<file path="config.mk">
export PLATFORM = sky130hd
export DESIGN_NAME = img_ram_gray_reader
export DESIGN_NICKNAME = d
export VERILOG_FILES = /design/src/rtl/img_ram_gray_reader.sv
export SDC_FILE = /design/constraint.sdc
export NUM_CORES = 1
export LEC_CHECK = 0
export ABC_CLOCK_PERIOD_IN_PS = 1900
export BUFFER_PORTS_ARGS = -buffer_cell sky130_fd_sc_hd__buf_2
export CAP_MARGIN = 15
export CORE_ASPECT_RATIO = 0.5
export CORE_MARGIN = 4
export CORE_UTILIZATION = 56
export DETAILED_ROUTE_END_ITERATION = 10
export PLACE_DENSITY_LB_ADDON = 0.08
export SLEW_MARGIN = 30
export SYNTH_ARGS = -nofsm -noshare
export SYNTH_HDL_FRONTEND = slang
export SYNTH_SLANG_ARGS = --single-unit
export TNS_END_PERCENT = 20
</file>
<file path="constraint.sdc">
create_clock -name clka -period 1.9 [get_ports clka]
set_input_delay 0.38 -clock clka [delete_from_list [all_inputs] [get_ports clka]]
set_output_delay 0.38 -clock clka [all_outputs]
set_load 0.05 [all_outputs]
</file>
<file path="src/rtl/img_ram_gray_reader.sv">
// img_ram_gray_reader: scans the 24-bit pixel RAM, converts each pixel to 8-bit luma
// and streams it on valid/ready. Build option IMG_THRESH_EN adds thresh[7:0] and binarises the output.
module img_ram_gray_reader #(
  parameter int ADDR_W  = 16,
  parameter int DATA_W  = 24,
  parameter int NUM_PIX = 41750,
  parameter int FIFO_D  = 4
) (
  input  logic              clka,
  input  logic              rsta,
  input  logic              start,
  output logic              busy,
  output logic              done,
  output logic              ram_ena,
  output logic              ram_wea,
  output logic [ADDR_W-1:0] ram_addra,
  input  logic [DATA_W-1:0] ram_douta,
`ifdef IMG_THRESH_EN
  input  logic [7:0]        thresh,
`endif
  output logic              m_valid,
  input  logic              m_ready,
  output logic [7:0]        m_gray,
  output logic              m_last
);

  // state   | meaning
  // S_IDLE  | waiting for start
  // S_RUN   | issuing reads 0..NUM_PIX-1 while the buffer has room
  // S_DRAIN | all reads issued, waiting for the last beat to be accepted
  // S_DONE  | one-cycle done pulse

  localparam int PTR_W = (FIFO_D > 1) ? $clog2(FIFO_D) : 1;
  localparam int CNT_W = PTR_W + 1;
  localparam logic [ADDR_W-1:0] LAST_ADDR = ADDR_W'(NUM_PIX - 1);

  typedef enum logic [1:0] {S_IDLE, S_RUN, S_DRAIN, S_DONE} state_t;

  state_t            state, state_nxt;
  logic [ADDR_W-1:0] addr;
  logic [ADDR_W-1:0] last_addr;
  logic              rd_pend;
  logic              rd_last;
  logic              issue;
  logic              push;
  logic              pop;
  logic [CNT_W-1:0]  count;
  logic [CNT_W:0]    occ_sum;
  logic [PTR_W-1:0]  wr_ptr;
  logic [PTR_W-1:0]  rd_ptr;
  logic [8:0]        mem [FIFO_D];
  logic [15:0]       acc;
  logic [7:0]        luma;
  logic [7:0]        pix_val;

  // Credit only what is already buffered or returning; a pop this cycle is not counted.
  assign occ_sum = {1'b0, count} + {{CNT_W{1'b0}}, rd_pend};
  assign issue   = (state == S_RUN) && (occ_sum < (CNT_W+1)'(FIFO_D));
  assign push    = rd_pend;
  assign pop     = m_valid & m_ready;

  always_ff @(posedge clka or posedge rsta) begin
    if (rsta) begin
      state <= S_IDLE;
    end else begin
      state <= state_nxt;
    end
  end

  always_comb begin
    state_nxt = state;
    unique case (state)
      S_IDLE:  if (start) state_nxt = S_RUN;
      S_RUN:   if (issue && (addr == LAST_ADDR)) state_nxt = S_DRAIN;
      S_DRAIN: if (pop && m_last) state_nxt = S_DONE;
      S_DONE:  state_nxt = S_IDLE;
      default: state_nxt = S_IDLE;
    endcase
  end

  always_comb begin
    busy    = 1'b0;
    done    = 1'b0;
    ram_ena = 1'b0;
    unique case (state)
      S_RUN: begin
        busy    = 1'b1;
        ram_ena = issue;
      end
      S_DRAIN: busy = 1'b1;
      S_DONE:  done = 1'b1;
      default: ;
    endcase
  end

  assign ram_wea   = 1'b0;
  assign ram_addra = ram_ena ? addr : last_addr;

  always_ff @(posedge clka or posedge rsta) begin
    if (rsta) begin
      addr      <= '0;
      last_addr <= '0;
      rd_pend   <= 1'b0;
      rd_last   <= 1'b0;
    end else begin
      rd_pend <= issue;
      rd_last <= issue && (addr == LAST_ADDR);
      if ((state == S_IDLE) && start) begin
        addr <= '0;
      end else if (issue) begin
        last_addr <= addr;
        if (addr != LAST_ADDR) addr <= addr + 1'b1;
      end
    end
  end

  // Max sum is 255*256 = 65280, so 16 bits never overflow.
  assign acc  = 16'd77  * 16'(ram_douta[23:16])
              + 16'd150 * 16'(ram_douta[15:8])
              + 16'd29  * 16'(ram_douta[7:0]);
  assign luma = 8'(acc >> 8);

`ifdef IMG_THRESH_EN
  assign pix_val = (luma >= thresh) ? 8'hFF : 8'h00;
`else
  assign pix_val = luma;
`endif

  always_ff @(posedge clka) begin
    if (push) mem[wr_ptr] <= {rd_last, pix_val};
  end

  always_ff @(posedge clka or posedge rsta) begin
    if (rsta) begin
      wr_ptr <= '0;
      rd_ptr <= '0;
      count  <= '0;
    end else begin
      if (push) wr_ptr <= wr_ptr + 1'b1;
      if (pop)  rd_ptr <= rd_ptr + 1'b1;
      unique case ({push, pop})
        2'b10:   count <= count + 1'b1;
        2'b01:   count <= count - 1'b1;
        default: ;
      endcase
    end
  end

  // Head is gated so outputs read 0 while empty (including straight out of reset).
  assign m_valid = (count != '0);
  assign m_gray  = m_valid ? mem[rd_ptr][7:0] : 8'h00;
  assign m_last  = m_valid & mem[rd_ptr][8];

endmodule

</file>
**Yosys cells after proc, flatten, opt, wreduce, memory -nomap -nowiden**

Memories as Yosys holds them, arrays and structs flattened.
Cells that the tools add are included.

- RAM bits: 36
- Input bits: 28
- Memories kept: 1
- Memory bits (read-only): 0
- Bits in latches: 0
- Output and inout port bits: 30
- Bits in registers: 43

Memory list:

| name | words | width | read ports | clocked after memory_dff | wr ports | line | source |
|---|---|---|---|---|---|---|---|
| mem | 4 | 9 | 1 | 0 | 1 | 51 | `logic [8:0] mem [FIFO_D];` |

- $mul: 3
- Reductions and logical operators: 13
- Shift operators: 0
- Order comparisons: 1
- Multiplexer cells: 15
- Add/subtract/negate cells: 8
- Div/mod/pow operators: 0
- Bitwise operators: 3
- Eq/ne operators: 10

Operators with widths:

| cell | number |
|---|---|
| $mux 16 | 4 |
| $mul 7x8->15 const A | 2 |
| $add 15x16->16 | 1 |
| $add 16x1->16 const B | 1 |
| $add 16x13->16 | 1 |
| $eq 16x16->1 const B | 1 |
| $ne 16x16->1 const B | 1 |
| $mul 5x8->13 const A | 1 |
| $mux 8 | 1 |
| $pmux 2 s4 | 1 |
| $eq 2x2->1 const B | 3 |
| $mux 2 | 3 |
| $pmux 3 s2 | 1 |
| $reduce_bool 2->1 | 3 |
| $mux 1 | 5 |
| $add 2x1->2 const B | 2 |
| $add 3x1->4 | 1 |
| $eq 2x1->1 const B | 2 |
| $logic_and 1x1->1 | 4 |
| $lt 4x3->1 const B | 1 |
| $ne 2x2->1 const B | 2 |
| $reduce_and 2->1 | 2 |
| $add 3x1->3 const B | 1 |
| $reduce_and 3->1 | 1 |
| other kinds (7) | 8 |

**Longest topological paths before layout**

- Depth in word-level cells: 6
- Depth in mapped cells: 24
- Mapped depth without buffers: 24

**Worst setup path before layout**

Ideal clock, no wire load.

- Kind: input to register
- From: input ram_douta[12]
- To: memory mem[0][4] (data pin)
- Data arrival time: 5822 ps
- Cell stages on the path: 21
- Path slack: -4199 ps
- Path buffers: 0
- Cells stage by stage: ha_1 -> ha_1 -> inv_1 -> fa_1 -> fa_1 -> inv_1 -> ha_1 -> xnor2_1 -> fa_1 -> fa_1 -> inv_1 -> fa_1 -> fa_1 -> inv_1 -> ha_1 -> a21o_1 -> a21o_1 -> a31oi_2 -> nand2b_1 -> a21boi_0 -> xor2_1

- Longest elaborated chain between the ends: 3

Ends and longest elaborated chain:

| item | line | source |
|---|---|---|
| start, declared | 17 | `input logic [DATA_W-1:0] ram_douta,` |
| $mul 7x8->15 | 119 | `+ 16'd150 * 16'(ram_douta[15:8])` |
| $add 15x16->16 | 119 |  |
| $add 16x13->16 | 120 | `+ 16'd29 * 16'(ram_douta[7:0]);` |
| named net acc[12] | 52 | `logic [15:0] acc;` |
| end, declared | 51 |  |

The timed path passes the listed nets, and every way through them passes these cells.

**Final worst setup path**

- From: input ram_douta[12]
- To: memory mem[3][7] (data pin)

The elaborated chain is that of the path after synthesis.

==> out/metrics.yaml <==
sta:
  fin_worst_hold_slack_ns: 0.06806
  worst-slew-pin-transition_ns: 0.5181
  setup_violations: 57
  setup-tns-final_ns: -116.36
  timing.fmax_mhz: 177.9
  finalCritPeriodShare_pct: 295.9
  smallest_setup_slack_after_layout_ns: -3.722
  hold_violations: 0
  clock_skew_ns: 0.006605
  timing.max_slew.rel_slack_pct: 65.46
  report.final.slew_viol_count: 0
  unrepaired_setup_endpoints_after_global_routing: "yes"
  finalWorstPathRequiredPeriod_ns: 5.622
global_route:
  grt.met1_usage_pct: 26.76
  grt_remaining_overflow: 0
  grt_pass1_wl_mm: 24.36
  grt_start_max_net_pins: 44
  grt.total_usage_pct: 21.98
  use_met2_pct: 40.27
  grt_pass1_vias: 5169
  gr-max-usage-layer: "met2"
  number_of_antenna_violations_at_the_first_check_in_global_routing: 1
  grt_util_met3_pct: 4.177
floorplan:
  chipHeight_um: 86.09
  floorplan.io_pins: 58
  core_mm2: 0.01188
  placementRows: 28
  die-area_mm2: 0.01413
  start_util_pct: 57.50
  die_width_um: 164.2
cts:
  post_cts_hold_buffer_count: 0
  cts_max_path_buffers: 2
  tritoncts: "built"
  clock_latency_ns: 0.33
  numCtsBuffers: 9
  clock-root-buffer: "sky130_fd_sc_hd__clkbuf_16"
  ctsHtreeMaxLevel: 3
  number_of_clock_sinks: 79
  clock_transition_at_the_register_clock_pins_on_the_worst_setup_and_hold_paths_after_cts_ns: 0.06
worst_setup_path:
  timing.critical_path.fanout_max: 4
  critical_path_arrival_ns: 5.77
  r2r-start: "count[0]$_DFFE_PP0P_"
  cp_data_required_time_ns: 2.04
  worst_setup_path_end_kind: "register"
  cp_cell_sequence: "buf_8 > ha_4 > ha_4 > inv_2 > fa_1 > fa_1 > inv_2 > ha_4 > xnor2_4 > fa_1 > fa_1 > inv_1 > fa_1 > fa_1 > inv_2 > ha_4 > a21o_1 > a21o_1 > a31oi_4 > buf_6 > o31ai_2 > xnor2_1 > xnor2_1"
  worst_setup_path_startpoint: "ram_douta[12]"
  critical_path.slowest_cell: "sky130_fd_sc_hd__fa_1"
  critPathLaunchType: "input port"
  critPathMaxStageDelay_ns: 0.51
  library_cell_appearing_most_often_on_the_critical_path: "sky130_fd_sc_hd__fa_1"
  critical_path_class: "in -> reg"
routing:
  detailroute.via_count: 4898
  vias_per_cell: 5.150
  drt_first_iter_violations: 193
  detail_route.drc_violations: 0
  finalWirelength_mm: 14.74
  drtAntennaViolNets: 0
  firstDrtPassIters: 4
  wl_per_cell_um: 15.50
yosys:
  ys.flop_type: "sky130_fd_sc_hd__dfrtp_1"
  netlist_area_mm2: 0.006829
  syn_inst: 621
  post_synth.cell_area_avg_um2: 11.00
  synth.ff_latch_count: 79
  proportion_of_synthesized_chip_area_in_sequential_cells_pct: 31.59
  post_synthesis_cell_type_count: 59
  ys.warnings.count: 0
  synthesis.nets: 801
  synth_enable_flop_cells: 36
  ys_async_sr_fraction_pct: 54.43
placement:
  place.detailed.hpwl_mm: 11.48
  placement.io_buffers: 56
  gp_routability_congestion: 0.8260
cells_and_area:
  design.final.nets: 961
  postLayoutCoreUtil_pct: 76.20
  syn2layout_area_growth_pct: 32.52
  antenna-diode-count: 0
  drive_above_1_share_pct: 35.62
hold_path:
  worstHoldPathType: "in -> async"
run:
  timing.max_cap.violations: 0
run_status:
  status: "finished with violations"
  failed_checks: "negative setup slack"
==> layer usage <==
layer  wire length (µm)  part of all wire (%)
met1               6170                    42
met3                600                   4.1
met4                351                   2.4
met2               7600                    52
met5                 14                 0.095
==> flip-flops by register name (all words and copies together), names as in the netlist <==
register   cells
addr          16
count          3
last_addr     16
mem           36
push           1
rd_last        1
rd_ptr         2
state          2
wr_ptr         2
==> worst max-delay path, delay by kind of cell <==
family,cells,cell delay (ns)
fa+ha+maj,10,3.92
compound gates,4,0.60
xor+xnor,3,0.47
buf+inv,6,0.41
==> cells in the mapped netlist, drive strengths merged, types with 6 or more instances <==
cell type    n  area, µm²
fa          56       1121
a21o         6      45.04
inv        108      405.4
ha          96       1201
o21ai       16      80.07
buf         13      78.83
a21oi       17      85.08
nand2       58      217.7
mux4         9      202.7
nor3         6      30.03
edfxtp      36       1081
xor2        15      131.4
and2        17      107.6
mux2        16      180.2
nand4        6      50.04
nor2        23      86.33
xnor2       20      175.2
nand3        8      40.04
dfrtp       43       1076
==> placed cells by master (no fill, tap or decap), types with 6 or more instances in the layout <==
cell and n:
sky130_fd_sc_hd__a21o_1 6, sky130_fd_sc_hd__a21oi_1 14, sky130_fd_sc_hd__and2_1 7, sky130_fd_sc_hd__and2_4 9, sky130_fd_sc_hd__buf_2 27, sky130_fd_sc_hd__buf_4 104, sky130_fd_sc_hd__buf_6 27, sky130_fd_sc_hd__clkbuf_16 9
sky130_fd_sc_hd__dfrtp_1 43, sky130_fd_sc_hd__edfxtp_1 36, sky130_fd_sc_hd__fa_1 55, sky130_fd_sc_hd__ha_1 78, sky130_fd_sc_hd__ha_4 16, sky130_fd_sc_hd__inv_1 99, sky130_fd_sc_hd__inv_2 7, sky130_fd_sc_hd__mux2_2 15
sky130_fd_sc_hd__mux4_2 9, sky130_fd_sc_hd__nand2_1 57, sky130_fd_sc_hd__nand3_1 8, sky130_fd_sc_hd__nor2_1 20, sky130_fd_sc_hd__o21ai_0 13, sky130_fd_sc_hd__xnor2_1 14, sky130_fd_sc_hd__xor2_1 10
==> cells by family after synthesis <==
kind of cell | Yosys count | share of synthesized area [%]
adders and majority gates | 152 | 34.01
and+or+nand+nor | 145 | 11.18
buffers and inverters | 124 | 7.329
DFF | 79 | 31.59
AOI/OAI and AO/OA | 58 | 5.460
xor gates and xnor gates | 35 | 4.489
muxes | 27 | 5.900
other | 1 | 0.05491
==> final timing paths <==
kind / endpoint / slack, ns / cells past startpoint
worst min-delay path: addr[8]$_DFFE_PP0P_ / 0.07 / 3
worst max register to register: count[2]$_DFFE_PP0P_ / 0.02 / 8
max in group asynchronous: addr[0]$_DFFE_PP0P_ / 1.61 / 3
worst max-delay path: mem[3][7]$_DFFE_PP_ / -3.72 / 23
min in group clka: last_addr[11]$_DFFE_PP0P_ / 0.49 / 2
worst min register to register: last_addr[11]$_DFFE_PP0P_ / 0.49 / 2
==> final cells by class <==
type                            count  area [µm²]
Timing Repair Buffer              165        1345
Tap cell                          165       206.4
Multi-Input combinational cell    418        4636
Clock buffer                       10       229.0
Clock inverter                      6       68.82
Sequential cell                    79        2157
Fill cell                         787        2826
Inverter                          108       407.9
==> through the flow <==
stage          instances  setup WS, ns  instance area [µm²]
2_1_floorplan        621        -3.718                 6984
3_3_place_gp         929        -3.990                 8199
3_5_place_dp         929        -4.168                 8199
4_1_cts              949        -3.691                 8909
5_1_grt              951        -3.948                 9050
6_report             951        -3.722                 9050
==> repair_timing <==
item	in CTS	in global routing
gates resized for setup	96	24
endpoints found under the hold margin	0	0
setup buffers	5	2
setup endpoints to repair	59	65
pin swaps	18	7
Power is not shown: default switching activity piles up to over one toggle a cycle in this logic, so the estimate is an artifact.
